**src/rtl/anton_neopixel_stream_sequencer.sv**
```systemverilog
// anton_neopixel_stream_sequencer: NeoPixel stream timing sequencer (sub-bit, bit, pixel and reset-gap counters).
// Ports:
//   clk6_4mhz, syncReset          - stream clock, synchronous active-high reset
//   regCtrlInit/Run/Loop          - control: init hold, run enable, continuous (1) or one-shot (0)
//   regCtrlLimit, regMax          - clamp the last pixel to regMax (saturated to BUFFER_END)
//   regCtrl32bit, regCtrlRgbw     - 4-byte pixel stepping, 32 bits per pixel instead of 24
//   regResetDelay                 - reset-gap ticks, 0 selects RESET_DELAY
//   initSlow / initSlowDone       - clear all counters / one-cycle acknowledge
//   bitPatternIndex, pixelBitIndex, pixelIndex, pixelIndexMax, state - position and status
//   streamOutput, streamReset     - active TRANSMIT / RESET-gap cycles
//   streamBitOf, streamPixelOf, streamSyncOf, frameDone - end of pixel, end of frame data, end of gap
// Optional: define ANTON_STREAM_FRAME_COUNTER_EN to add the 16-bit frameCount output.
`ifndef CLOG2
`define CLOG2(x) $clog2(x)
`endif
`ifndef BUFFER_END_DEFAULT
`define BUFFER_END_DEFAULT 255
`endif
`ifndef RESET_DELAY_DEFAULT
`define RESET_DELAY_DEFAULT 320
`endif
module anton_neopixel_stream_sequencer #(
    parameter int BUFFER_END    = `BUFFER_END_DEFAULT,
    parameter int RESET_DELAY   = `RESET_DELAY_DEFAULT,
    parameter int PATTERN_STEPS = 8,
    localparam int BUFFER_BITS  = `CLOG2(BUFFER_END + 1),
    localparam int PATTERN_BITS = `CLOG2(PATTERN_STEPS)
) (
    input  logic                    clk6_4mhz,
    input  logic                    syncReset,
    input  logic                    regCtrlInit,
    input  logic                    regCtrlRun,
    input  logic                    regCtrlLoop,
    input  logic                    regCtrlLimit,
    input  logic                    regCtrl32bit,
    input  logic                    regCtrlRgbw,
    input  logic [12:0]             regMax,
    input  logic [11:0]             regResetDelay,
    input  logic                    initSlow,
    output logic                    initSlowDone,
    output logic [PATTERN_BITS-1:0] bitPatternIndex,
    output logic [4:0]              pixelBitIndex,
    output logic [BUFFER_BITS-1:0]  pixelIndex,
    output logic [BUFFER_BITS-1:0]  pixelIndexMax,
    output logic [1:0]              state,
    output logic                    streamOutput,
    output logic                    streamReset,
    output logic                    streamBitOf,
    output logic                    streamPixelOf,
    output logic                    streamSyncOf,
`ifdef ANTON_STREAM_FRAME_COUNTER_EN
    output logic [15:0]             frameCount,
`endif
    output logic                    frameDone
);
    typedef enum logic [1:0] {IDLE = 2'd0, TRANSMIT = 2'd1, RESET = 2'd2, DONE = 2'd3} state_t;

    localparam logic [BUFFER_BITS-1:0]  BUF_END     = BUFFER_BITS'(BUFFER_END);
    localparam logic [12:0]             BUF_END_W   = 13'(BUFFER_END);
    localparam logic [BUFFER_BITS-1:0]  WORD_MASK   = BUFFER_BITS'(3);
    localparam logic [PATTERN_BITS-1:0] PAT_LAST    = PATTERN_BITS'(PATTERN_STEPS - 1);
    localparam logic [11:0]             GAP_DEFAULT = 12'(RESET_DELAY);

    state_t                  state_q, state_d;
    logic [PATTERN_BITS-1:0] pat_q, pat_d;
    logic [4:0]              bit_q, bit_d;
    logic [BUFFER_BITS-1:0]  pix_q, pix_d;
    logic [11:0]             gap_q, gap_d;
    logic                    init_prev_q, init_done_q;
    logic                    active, pattern_of, pixel_last;
    logic [4:0]              bit_last;
    logic [11:0]             gap_target;

    always_comb begin
        active        = regCtrlRun && !regCtrlInit;
        streamOutput  = active && state_q == TRANSMIT;
        streamReset   = active && state_q == RESET;
        pattern_of    = streamOutput && pat_q == PAT_LAST;
        bit_last      = regCtrlRgbw ? 5'd31 : 5'd23;
        // >= keeps a 32->24 bit switch mid-pixel from running past the boundary
        streamBitOf   = pattern_of && bit_q >= bit_last;
        pixelIndexMax = (regCtrlLimit && regMax <= BUF_END_W) ? regMax[BUFFER_BITS-1:0] : BUF_END;
        // 32-bit mode compares whole 4-byte words
        pixel_last    = regCtrl32bit ? ((pix_q | WORD_MASK) >= (pixelIndexMax & ~WORD_MASK))
                                     : (pix_q >= pixelIndexMax);
        streamPixelOf = streamBitOf && pixel_last;
        gap_target    = regResetDelay != 12'd0 ? regResetDelay : GAP_DEFAULT;
        streamSyncOf  = streamReset && gap_q >= gap_target;
        frameDone     = streamSyncOf;
    end

    always_comb begin
        pat_d   = streamOutput ? pat_q + PATTERN_BITS'(1) : pat_q;
        bit_d   = pattern_of ? (streamBitOf ? 5'd0 : bit_q + 5'd1) : bit_q;
        pix_d   = streamBitOf ? (pixel_last ? '0 : pix_q + (regCtrl32bit ? BUFFER_BITS'(4) : BUFFER_BITS'(1))) : pix_q;
        gap_d   = streamReset ? (streamSyncOf ? 12'd0 : gap_q + 12'd1) : gap_q;
        state_d = !active ? IDLE :
                  state_q == IDLE ? TRANSMIT :
                  (streamPixelOf && !initSlow) ? RESET :
                  streamSyncOf ? (regCtrlLoop ? TRANSMIT : DONE) : state_q;
        if (initSlow) begin
            pat_d = '0;
            bit_d = '0;
            pix_d = '0;
            gap_d = '0;
        end
    end

    always_ff @(posedge clk6_4mhz) begin
        if (syncReset) begin
            state_q     <= IDLE;
            pat_q       <= '0;
            bit_q       <= '0;
            pix_q       <= '0;
            gap_q       <= '0;
            init_prev_q <= 1'b0;
            init_done_q <= 1'b0;
        end else begin
            state_q     <= state_d;
            pat_q       <= pat_d;
            bit_q       <= bit_d;
            pix_q       <= pix_d;
            gap_q       <= gap_d;
            init_prev_q <= initSlow;
            init_done_q <= initSlow && !init_prev_q;
        end
    end

`ifdef ANTON_STREAM_FRAME_COUNTER_EN
    logic [15:0] frame_cnt_q;

    always_ff @(posedge clk6_4mhz) begin
        if (syncReset || initSlow) frame_cnt_q <= '0;
        else if (frameDone) frame_cnt_q <= frame_cnt_q + 16'd1;
    end

    assign frameCount = frame_cnt_q;
`endif

    assign state           = state_q;
    assign bitPatternIndex = pat_q;
    assign pixelBitIndex   = bit_q;
    assign pixelIndex      = pix_q;
    assign initSlowDone    = init_done_q;
endmodule
```
**config.mk**
```make
export PLATFORM = sky130hd
export DESIGN_NAME = anton_neopixel_stream_sequencer
export DESIGN_NICKNAME = d
export VERILOG_FILES = /design/src/rtl/anton_neopixel_stream_sequencer.sv
export SDC_FILE = /design/constraint.sdc
export NUM_CORES = 1
export LEC_CHECK = 0
export CORE_ASPECT_RATIO = 1.4
export CORE_MARGIN = 4
export CORE_UTILIZATION = 47
export CTS_CLUSTER_DIAMETER = 50
export CTS_CLUSTER_SIZE = 20
export DETAILED_ROUTE_END_ITERATION = 6
export PLACE_DENSITY_LB_ADDON = 0.12
export SLEW_MARGIN = 5
export SYNTH_ARGS = -nofsm -noshare
export SYNTH_HDL_FRONTEND = slang
export SYNTH_SLANG_ARGS = --single-unit
```
**constraint.sdc**
```tcl
create_clock -name clk6_4mhz -period 4.4 [get_ports clk6_4mhz]
set_clock_uncertainty 0.15 [all_clocks]
set_input_delay 1.1 -clock clk6_4mhz [delete_from_list [all_inputs] [get_ports clk6_4mhz]]
set_output_delay 1.1 -clock clk6_4mhz [all_outputs]
set_load 0.01 [all_outputs]
```
After elaboration in Yosys (flattened, before gate mapping)
Index checks and enable logic that the tools add are counted.
{"block": "word_totals", "reg_bits": 32, "wordCells": 53, "in_bits": 34, "out_inout_bits": 33}
{"block": "op_classes", "eq_ne": 3, "n_bitwise": 1, "mux": 12, "order_cmp": 5, "n_addsub": 4, "reduce_logical": 20}
{"op": "$mux 12", "count": 2}
{"op": "$ge 8x8->1", "count": 2}
{"op": "$mux 8", "count": 2}
{"op": "$le 13x8->1 const B", "count": 1}
{"op": "$add 12x1->12 const B", "count": 1}
{"op": "$ge 12x12->1", "count": 1}
{"op": "$reduce_bool 12->1", "count": 1}
{"op": "$logic_and 1x1->1", "count": 10}
{"op": "$add 8x3->8", "count": 1}
{"op": "$mux 2", "count": 3}
{"op": "$add 5x1->5 const B", "count": 1}
{"op": "$ge 5x5->1", "count": 1}
{"op": "$mux 5", "count": 1}
{"op": "$mux 4", "count": 1}
{"op": "$reduce_or 2->1", "count": 2}
{"op": "$add 3x1->3 const B", "count": 1}
{"op": "$eq 3x3->1 const B", "count": 1}
{"op": "$logic_not 1->1", "count": 3}
{"op": "$mux 3", "count": 1}
{"op": "$reduce_bool 3->1", "count": 1}
{"op": "$reduce_or 3->1", "count": 1}
{"op": "$eq 2x1->1 const B", "count": 1}
{"op": "$eq 2x2->1 const B", "count": 1}
{"op": "$logic_not 2->1", "count": 1}
{"op": "3 further kinds", "count": 4}

Longest topological paths before layout
Gate-level depths: netlist (run 1).
{"block": "depth", "word_depth": 9, "mapped_depth": 10, "depth_no_buf": 10}

Least setup slack after synthesis (run 1)
Ideal clock, no wire load.
{"block": "synth_path", "kind": "input to output", "start": "input port regMax[10]", "end": "output port streamPixelOf", "required_time_ns": 3.150, "n_path_buf": 0, "setup_slack_ns": 0.248, "t_arrival_ns": 2.902, "cell_stages": 8, "cell_sequence": "nor4_2 nand3b_2 or2_2 ha_1 and2_1 nand4bb_1 o31a_1 a21oi_4"}
{"block": "synth_between", "elab_chain_len": 6, "elab_cells_between_ends": 7, "classes_between": "order compare: 3; mux: 2; reduce/logical: 2"}
{"item": "start: declaration", "line_no": "37", "rtl": "input logic [12:0] regMax,"}
{"item": "$le 13x8->1 (*)", "line_no": "82", "rtl": "pixelIndexMax = (regCtrlLimit && regMax <= BUF_END_W) ? regMax[BUFFER_BITS-1:0] : BUF_END;"}
{"item": "$logic_and 1x1->1 (*)", "line_no": "82"}
{"item": "$mux 8 (*)", "line_no": "82"}
{"item": "$ge 8x8->1, on equally long branches", "line_no": "85, 84"}
{"item": "$mux 1 (*)", "line_no": "84", "rtl": "pixel_last = regCtrl32bit ? ((pix_q | WORD_MASK) >= (pixelIndexMax & ~WORD_MASK))"}
{"item": "$logic_and 1x1->1 (*)", "line_no": "86", "rtl": "streamPixelOf = streamBitOf && pixel_last;"}
{"item": "end: declaration", "line_no": "49", "rtl": "output logic streamPixelOf,"}
Every way passes the cells marked *; elsewhere a longest branch is shown, timed or not.

Final worst setup path (run 1)
{"block": "layout_path", "start": "input port regMax[12]", "end": "output port streamPixelOf"}
The elaborated chain is that of the path after synthesis.

==> flow_summary.yaml, run 1 <==
yosys:
  synth-edff-count: 0
  synth_top_area_cell: "dfxtp_1"
  syn_area_um2: 2180
  ys_warn_count: 0
  syn_nets: 316
  yosysTopAreaCellShare_pct: 29.4
  syn_avg_cell_area_um2: 8.59
  async_flop_share_pct: 0
  ys_top_cells_by_area: "dfxtp_1 29%, ha_1 16%, nor2_1 4.8%"
  seq_area_frac_synth_pct: 29.4
  syn_inst: 254
  ys_seq_elements: 32
  synth_cell_type_count: 50
  synth-main-ff-cell: "dfxtp_1"
hold_path:
  hold_path_class: "reg -> reg"
  hold-path-endpoint: "initSlowDone"
  hold_depth: 1
  hp-start: "init_prev_q"
global_routing:
  grt_use_total_pct: 19.0
  grt_first_pass_wirelength_mm: 8.71
  antenna_found_initial: 0
  grt_max_degree: 13
  overflow: 0
  grt_pass1_vias: 2026
worst_setup_path:
  critPathLaunchType: "input pin"
  ff2ff_setup_slack_ps: 2100
  path_class: "in -> out"
  critPathRequiredTime_ps: 3150
  r2r_start: "pixelIndex[2]"
  critPathMaxFanout: 8
  end_kind: "output pin"
  worstRegToRegCells: 9
  cp.arrival_ps: 3060
  r2r-end: "state[0]"
final_layout:
  n_antenna_cell: 0
  area_growth_pct: 52.2
  final-instance-count-excl-fill: 411
  drive_above_1_share_pct: 21.2
  most-common-layout-cells: "48 x clkdlybuf4s50_1, 32 x dfxtp_1, 28 x buf_4"
  fin_nets: 410
  final_cell_area_um2: 3320
  fillers: 372
  final_common_cell: "clkdlybuf4s50_1"
floorplanning:
  start_util_pct: 48.5
  die_area_um2: 5810
  design.core.area_um2: 4500
  die_w_um: 65.6
  die_y_um: 88.6
  rows: 29
  ios: 67
timing:
  setup_violations: 0
  fmax_mhz: 232
  max_slew_margin_pct: 72.3
  period_minus_slack_ps: 4310
  finalHoldViolCount: 0
  period_share_pct: 97.9
  tightest_slew_ps: 416
  setup_tns_ps: 0
  slew_violations: 0
clock_network:
  path_clk_slew_ps: 70
  holdBufCountCts: 0
  cts_max_level: 2
  numClockSinks: 32
  cts_buffers: 5
  insertion_delay_ps: 280
  cts_root_buf: "clkbuf_8"
  cts_tree: "done"
  clk_path_buf_depth: 2
route:
  drtPass1Iterations: 4
  wl_per_cell_um: 13.5
  drc: 0
  drtAntennaViolNets: 0
  vias: 2108
  viasPerCell: 5.13
  drtIter0Drc: 47
  wl_mm: 5.54
power_and_ir_drop:
  power_density_nw_per_um2: 193
  ir_worst_vdd_mv: 0.234
  leakage_nw: 1.45
placed_design:
  hpwlAfterDp_mm: 4.20
  dp_cells: 399
  io_buffer_count: 66
  dpl-instance-area_um2: 3060
  gp_congestion: 0.871
job:
  drv_cap: 0
outcome:
  outcome: "complete, no violations"
==> cells by family after synthesis <==
family                     share of synthesized area (%)
and+or+nand+nor                                     26.3
AOI/OAI and AO/OA                                   11.6
DFF                                                 29.4
buffers and inverters                               6.83
adders and majority gates                           16.1
xor gates and xnor gates                            8.43
muxes                                               1.38
==> through the flow <==
stage                     utilization, %  power, mW  setup slack, ps  hold slack [ps]
after floorplan                        -      0.319              248              217
after global placement              67.9      0.365             -688              223
after detailed placement            67.9      0.366             -718              239
after CTS                           71.4      0.647            -1.08              248
after global routing                73.7      0.666            -6.14              265
final                               73.7      0.642             92.4              243
==> power by group <==
part           switching [mW]  internal (mW)
Combinational          0.0289         0.0414
Sequential           0.000675          0.291
Clock                   0.112          0.168
Total                   0.142          0.500
==> area by class of cell <==
class	instances	area, um^2	share of cell area (%)
multi-input cells	191	1500	45.2
repair buffers	95	886	26.7
flip-flops and latches	32	641	19.3
well taps	62	77.6	2.34
inverters	23	101	3.05
clock buffers	5	68.8	2.07
clock inverters	3	42.5	1.28
==> critical path: stages <==
cell             delay, ps
clkdlybuf4s50_1        460
nand3b_4               170
buf_6                  120
nor2_2                  40
ha_1                   290
and3_4                 190
nand4bb_1              100
o31a_1                 290
a21oi_4                180
buf_6                  120
==> repair_timing <==
action / CTS / global route
pin swaps: 9 / 21
resized for setup: 30 / 30
setup endpoints to repair: 3 / 3
buffers inserted: 1 / 3
==> cell usage after synthesis, types with 2 or more instances <==
cell type	instances
a211oi_1	2
mux2i_1	3
dfxtp_1	32
nor2_1	28
clkbuf_1	4
xor2_1	10
a21oi_1	9
buf_6	2
nor2b_1	4
nand3_1	3
nor4_1	5
o21ai_0	4
and3_1	3
xnor2_1	11
nand2_1	21
nor3b_1	2
ha_1	28
inv_1	21
a31oi_1	2
nand4_1	10
nor3_1	9
and2_1	5
a21o_1	4
or2_2	6
==> how the worst max path moves through the flow <==
stage,startpoint,endpoint,slack (ps),cells after the start
global placement,regMax[10],streamPixelOf,-690,10
detailed placement,regMax[10],streamPixelOf,-720,10
global route,regResetDelay[11],streamSyncOf,-6,10
CTS,regMax[8],streamPixelOf,-1,10
floorplan,regMax[10],streamPixelOf,250,8
finish,regMax[12],streamPixelOf,90,10
==> registers in the layout, indices dropped and copies added (netlist names) <==
register	cells
init_prev_q	1
gap_q	12
pixelBitIndex	5
initSlowDone	1
state	2
bitPatternIndex	3
pixelIndex	8
==> layer usage <==
metal / track usage, % / up-vias / share of wire (%)
li1: - / 1064 / -
met1: 18.9 / 978 / 37
met2: 37.6 / 53 / 57
met3: 3.56 / 13 / 3.6
met4: 8.11 / 0 / 2.1
met5: 0 / - / 0
No activity file was read; power rests on OpenSTA's default activity.
==> inputs of run 2 (changes only) <==
--- a/config.mk
+++ b/config.mk
@@ -5,6 +5,7 @@
 export SDC_FILE = /design/constraint.sdc
 export NUM_CORES = 1
 export LEC_CHECK = 0
+export ABC_CLOCK_PERIOD_IN_PS = 4400
 export CORE_ASPECT_RATIO = 1.4
 export CORE_MARGIN = 4
 export CORE_UTILIZATION = 47
==> results of run 2 <==
The final DEF is identical to that of run 1; final timing and power are the same.
